==> src/rtl/key_debounce_pkg.sv <==
// Shared types and constants for the key debouncer: FSM state encoding and synchronizer depth.
package key_debounce_pkg;

    localparam int SYNC_STAGES = 2;

    typedef enum logic [1:0] {
        IDLE         = 2'd0,
        PRESS_WAIT   = 2'd1,
        HELD         = 2'd2,
        RELEASE_WAIT = 2'd3
    } state_e;

endpackage

==> src/rtl/key_debounce_sync_2ff.sv <==
// Two-flop synchronizer bringing the raw asynchronous key level into the sysclk domain.
module sync_2ff
    import key_debounce_pkg::*;
(
    input  logic sysclk,
    input  logic reset,
    input  logic d,
    output logic q
);

    logic [SYNC_STAGES-1:0] sync_q;

    always_ff @(posedge sysclk or negedge reset) begin
        if (!reset) begin
            sync_q <= '0;
        end else begin
            sync_q <= {sync_q[SYNC_STAGES-2:0], d};
        end
    end

    assign q = sync_q[SYNC_STAGES-1];

endmodule

==> src/rtl/key_debounce.sv <==
// Mechanical key debouncer: a level change is accepted only after STABLE_CYCLES of stable input.
// Define KEY_DEBOUNCE_RELEASE_PULSE_EN to generate the key_release strobe; otherwise it is tied to 0.
module key_debounce
    import key_debounce_pkg::*;
#(
    parameter int STABLE_CYCLES = 1000000,
    parameter int CNT_WIDTH     = 20
) (
    input  logic sysclk,
    input  logic reset,
    input  logic key_in,
    output logic key_out,
    output logic key_pulse,
    output logic key_release
);

    localparam logic [CNT_WIDTH-1:0] CNT_LAST = CNT_WIDTH'(STABLE_CYCLES - 1);

    logic                 ks;
    state_e               state_q, state_d;
    logic [CNT_WIDTH-1:0] cnt_q, cnt_d;
    logic                 key_out_q, key_out_d;
    logic                 pulse_q, pulse_d;

    sync_2ff u_sync (
        .sysclk (sysclk),
        .reset  (reset),
        .d      (key_in),
        .q      (ks)
    );

    always_ff @(posedge sysclk or negedge reset) begin
        if (!reset) begin
            state_q <= IDLE;
            cnt_q   <= '0;
        end else begin
            state_q <= state_d;
            cnt_q   <= cnt_d;
        end
    end

    // cnt only runs in the two wait states and is cleared on every exit, so it never wraps.
    always_comb begin
        state_d = state_q;
        cnt_d   = '0;
        case (state_q)
            IDLE: begin
                if (ks) state_d = PRESS_WAIT;
            end
            PRESS_WAIT: begin
                if (!ks)                   state_d = IDLE;
                else if (cnt_q == CNT_LAST) state_d = HELD;
                else                        cnt_d   = cnt_q + CNT_WIDTH'(1);
            end
            HELD: begin
                if (!ks) state_d = RELEASE_WAIT;
            end
            RELEASE_WAIT: begin
                if (ks)                     state_d = HELD;
                else if (cnt_q == CNT_LAST) state_d = IDLE;
                else                        cnt_d   = cnt_q + CNT_WIDTH'(1);
            end
            default: state_d = IDLE;
        endcase
    end

    // Outputs are decoded from the next state and registered, so they change on the accepting edge.
    always_comb begin
        key_out_d = (state_d == HELD) || (state_d == RELEASE_WAIT);
        pulse_d   = (state_q == PRESS_WAIT) && (state_d == HELD);
    end

    always_ff @(posedge sysclk or negedge reset) begin
        if (!reset) begin
            key_out_q <= 1'b0;
            pulse_q   <= 1'b0;
        end else begin
            key_out_q <= key_out_d;
            pulse_q   <= pulse_d;
        end
    end

    assign key_out   = key_out_q;
    assign key_pulse = pulse_q;

`ifdef KEY_DEBOUNCE_RELEASE_PULSE_EN
    logic release_q, release_d;

    always_comb begin
        release_d = (state_q == RELEASE_WAIT) && (state_d == IDLE);
    end

    always_ff @(posedge sysclk or negedge reset) begin
        if (!reset) begin
            release_q <= 1'b0;
        end else begin
            release_q <= release_d;
        end
    end

    assign key_release = release_q;
`else
    assign key_release = 1'b0;
`endif

endmodule

==> config.mk <==
export PLATFORM = sky130hd
export DESIGN_NAME = key_debounce
export DESIGN_NICKNAME = d
export VERILOG_FILES = /design/src/rtl/key_debounce_pkg.sv /design/src/rtl/key_debounce_sync_2ff.sv /design/src/rtl/key_debounce.sv
export SDC_FILE = /design/constraint.sdc
export NUM_CORES = 1
export LEC_CHECK = 0
export CAP_MARGIN = 40
export CORE_MARGIN = 8
export CORE_UTILIZATION = 57
export CTS_BUF_LIST = sky130_fd_sc_hd__clkbuf_16
export CTS_CLUSTER_DIAMETER = 50
export DETAILED_ROUTE_END_ITERATION = 16
export PLACE_DENSITY = 0.76
export SKIP_CTS_REPAIR_TIMING = 1
export SYNTH_ARGS = -nofsm -noshare
export SYNTH_HDL_FRONTEND = slang
export SYNTH_SLANG_ARGS = --single-unit
==> constraint.sdc <==
create_clock -name sysclk -period 2.4 [get_ports sysclk]
set_input_delay 0.36 -clock sysclk [delete_from_list [all_inputs] [get_ports sysclk]]
set_output_delay 0.36 -clock sysclk [all_outputs]
set_load 0.02 [all_outputs]
After elaboration in Yosys (flattened, before gate mapping)
Cells that the tools add are included.
{"block": "totals", "reg_bits": 26, "out_inout_bits": 3, "word_cells": 26, "inputBits": 3}
{"block": "classes", "addsub": 1, "n_eq_ne": 6, "n_reduce_logical": 3, "n_mux": 11}
{"cell": "$mux 20", "count": 3}
{"cell": "$pmux 20 s2", "count": 1}
{"cell": "$add 20x1->20 const B", "count": 1}
{"cell": "$eq 20x20->1 const B", "count": 1}
{"cell": "$mux 2", "count": 6}
{"cell": "$eq 2x2->1 const B", "count": 4}
{"cell": "$pmux 2 s4", "count": 1}
{"cell": "$eq 2x1->1 const B", "count": 1}
{"cell": "$logic_not 2->1", "count": 1}
{"cell": "$logic_and 1x1->1", "count": 1}
{"cell": "$logic_or 1x1->1", "count": 1}

Longest topological paths before layout
{"block": "logic_depth", "depth_word": 6, "ltp_mapped": 6, "ltp_nobuf": 5}

Modules after synthesis
From an unflattened synthesis, not the netlist that was laid out.
{"block": "unflattened", "cells_unflattened": 122, "area_unflattened_um2": 1222.4}
{"module": "key_debounce", "instances": 1, "area_each_um2": 1172.4, "cells_per_inst": 120, "seq_area_each_um2": 600.6}
{"module": "sync_2ff", "instances": 1, "area_each_um2": 50.0, "cells_per_inst": 2, "seq_area_each_um2": 50.0}

Worst setup path before layout
Ideal clock, no wire load.
{"block": "synth_timing", "path_kind": "reg2reg", "startpoint": "register cnt_q[0]", "endpoint": "register cnt_q[18]", "path_slack_ps": 449, "path_buffers": 1, "period_less_slack_ps": 1951, "stages_incl_launch_ff": 7, "t_required_ps": 2322, "setup_time_ps": 78, "t_arrival_ps": 1873, "cell_sequence": "dfrtp_1 > ha_1 > nand2_1 > or4_1 > buf_2 > or4_1 > a21oi_1"}
{"block": "synth_between", "elab_chain_cells": 4, "elab_cells_between_ends": 6, "classes_between": "add/sub (1); eq/ne (1); mux (4)"}
{"element": "from (decl)", "line_no": "key_debounce.sv:21", "source": "logic [CNT_WIDTH-1:0] cnt_q, cnt_d;"}
{"element": "from (signal assigned)", "line_no": "key_debounce.sv:38", "source": "cnt_q <= cnt_d;"}
{"element": "$add 20x1->20 or $eq 20x20->1 (tied branches)"}
{"element": "$mux 20 *", "line_no": "key_debounce.sv:52, key_debounce.sv:60"}
{"element": "$mux 20, on equally long branches", "line_no": "key_debounce.sv:59, key_debounce.sv:51"}
{"element": "$pmux 20 s2 *", "line_no": "key_debounce.sv:46", "source": "case (state_q)"}
{"element": "named net cnt_d[18]", "line_no": "key_debounce.sv:21"}
The timed path passes the listed nets; every way through them passes the cells marked *.

Final worst setup path
Ends and elaborated chain as after synthesis.

==> summary.md <==
| Metric | Value |
|---|---|
| Fill count | `162` |
| CP Buf/Inv Count | `0` |
| Syn-to-layout area delta | `12.0%` |
| CP arrival | `2280 ps` |
| Cells along the critical path | `ha_1, nand2_1, or4_1, or4_1, a21oi_1` |
| Crit path launch | `cnt_q[0]` |
| Outcome | `complete, no violations` |
| VDD IR max | `0.473 mV` |
| CP most frequent cell | `or4_1` |
| Yosys cell types | `32` |
| Synthesized area | `1220 sq um` |
| Flops & latches, synth | `26` |
| Least-Margin Pin Slew | `495 ps` |
| Root buffer cell | `clkbuf_16` |
| Worst hold path class | `register to register` |
| Post-synth top area share | `53.2%` |
| Cell leakage power | `0.000551 uW` |
| Antenna cells | `0` |
| Crit Reg-Reg Startpoint | `cnt_q[0]` |
| Worst setup path class | `register to register` |
| Delay-heaviest family, CP | `simple AND/OR/NAND/NOR gates` |
| CTS max path bufs | `2` |
| Post-Syn Instances | `122` |
| CTS Buf Count | `3` |
| Setup violators final | `0` |
| Core area | `2000 sq um` |
| Synth async-reset ratio | `100%` |
| Final GP Congestion | `0.767` |
| Most frequent cells in the layout | `dfrtp_1 (26), nor2_1 (14), nand3_1 (9)` |
| Top area cells in the synthesized netlist | `dfrtp_1 (53%), nor2_1 (4.3%), xor2_1 (4.3%)` |
| Clock Skews | `1.75 ps` |
| Die area | `3880 sq um` |
| Routed vias | `861` |
| DRT antenna net count | `0` |
| Crit-path max FO | `8` |
| Final hold violations | `0` |
| Yosys warns | `0` |
| Register area | `651 sq um` |
| Boundary Pins | `6` |
| Final Critical Period | `2100 ps` |
| Crit path max-delay cell type | `or4_1` |
| P per Cell Area | `609 nW/um^2` |
| Drt drc | `0` |
| Buffers on Ports | `4` |
| First-pass GRT wire length | `3.68 mm` |
| Area taken by multi-input logic gates | `524 sq um` |
| Most common cell after layout, fill and taps aside | `dfrtp_1` |
| Fraction of layout cells with a size suffix above 1 | `11.0%` |
| WL final | `2.04 mm` |
| Mean post-synth cell area | `10.0 sq um` |
| Post-synthesis sequential area ratio | `53.2%` |
| Vias in the first global route | `854` |
| Setup crit end kind | `register` |
| Initial antenna violation count | `0` |
| H-tree lvl count | `1` |
| Pre-antenna DRT Iters | `4` |
| Clock transition at the registers of the reported paths | `60 ps` |
| DP HPWL | `1.45 mm` |
| Post-Syn Nets | `126` |
| Overall routing resource usage | `11.3%` |
| Final nets | `132` |
| Clk_lat worst skew | `260 ps` |
| CTS Sinks | `26` |
| CTS tree | `built` |
| Number of flops mapped to enable cells by yosys | `0` |
| Period utilization | `87.4%` |
| Crit path largest cell delay | `610 ps` |
| Final Core Density | `68.4%` |
| Chip height | `62.3 um` |
| Max-slew violation total from the final report | `0` |
| Wirelength per Cell | `13.2 um` |
| TNS Setup | `0 ps` |
| Relative slew slack | `66.7%` |
| CP Launch Type | `register` |
| Most used DFF post-synth | `dfrtp_1` |
| CP required | `2580 ps` |
| Initial Utilization | `61.1%` |
| Final Power | `834 uW` |
| Min-delay src | `u_sync.sync_q[0]` |
| Site Rows | `16` |
| Min Hold Slack | `350 ps` |
| Fmax | `0.477 GHz` |
| Vias per inst | `5.59` |
| Largest net degree at the start of global routing | `27` |
| RSZ-0062 raised after global routing | `no` |
| Chip width | `62.3 um` |
| Iter 0 DRT Violations | `25` |
| Max-Cap Viols | `0` |
| Total gr overflow | `0` |
| Yosys top cell by area | `dfrtp_1` |
## state kept, by name, summed over array words and instances, names as in the netlist
signal,cells
key_pulse,1
u_sync.sync_q,2
cnt_q,20
state_q,2
key_out,1
## cells by family after synthesis
logic type      after synthesis  share of synthesized area, %
fa+ha+maj                     1                          1.02
flops                        26                          53.2
other cells                   1                         0.307
compound gates               17                          7.78
xor+xnor                     11                          7.88
mux                           2                          1.84
simple gates                 53                          24.1
buf+inv                      11                          3.89
## synthesized netlist by cell type, types with 4 or more instances
| master | n |
|---|---|
| xnor2_1 | 5 |
| dfrtp_1 | 26 |
| inv_1 | 5 |
| nor2_1 | 14 |
| a21oi_1 | 8 |
| or4_1 | 4 |
| xor2_1 | 6 |
| nand3_1 | 9 |
| o21ai_0 | 5 |
| nand2_1 | 5 |
## layer usage
metal | wire length (um) | GRT usage (%) | up-vias
li1 | - | - | 434
met4 | 38 | 5.13 | 0
met3 | 61 | 2.51 | 5
met5 | 0 | 0 | -
met2 | 979 | 19.1 | 10
met1 | 962 | 13.3 | 412
## metrics by stage
step	cells	worst slack, ps	instance area [sq um]
after CTS	154	309	1370
after floorplan	122	449	1220
after global placement	150	392	1290
final	154	302	1370
after global routing	154	197	1370
after detailed placement	150	320	1290
## worst reg2reg max path, cell delays in order (launching register included)
cell     delay [ps]
dfrtp_1         390
ha_1            220
nand2_1         130
or4_1           610
or4_1           510
a21oi_1         160
## area by class of cell
cell class	count	area share (%)
sequential	26	47.5
clock inverter	1	0.274
clock buffer	3	5.48
multi-input combinational	85	38.3
tap	27	2.47
inverter	5	1.37
timing repair buffer	7	4.57
## report_power, final
part | switching, uW | total [uW] | internal (uW) | leakage (uW)
combinational | 17.1 | 26.1 | 8.91 | 0.000157
clock | 139 | 362 | 223 | 0.0000385
sequential | 3.26 | 446 | 442 | 0.000355
## path summary, 6_finish.rpt
path,slack (ps),cells after the start,endpoint
setup / recovery,300,5,cnt_q[18]
hold / removal,350,0,u_sync.sync_q[1]
setup reg to reg,300,5,cnt_q[18]
hold reg to reg,350,0,u_sync.sync_q[1]
max in group asynchronous,1680,2,cnt_q[12]
min in group asynchronous,470,2,cnt_q[16]
Power figures use the tool's default switching activity.
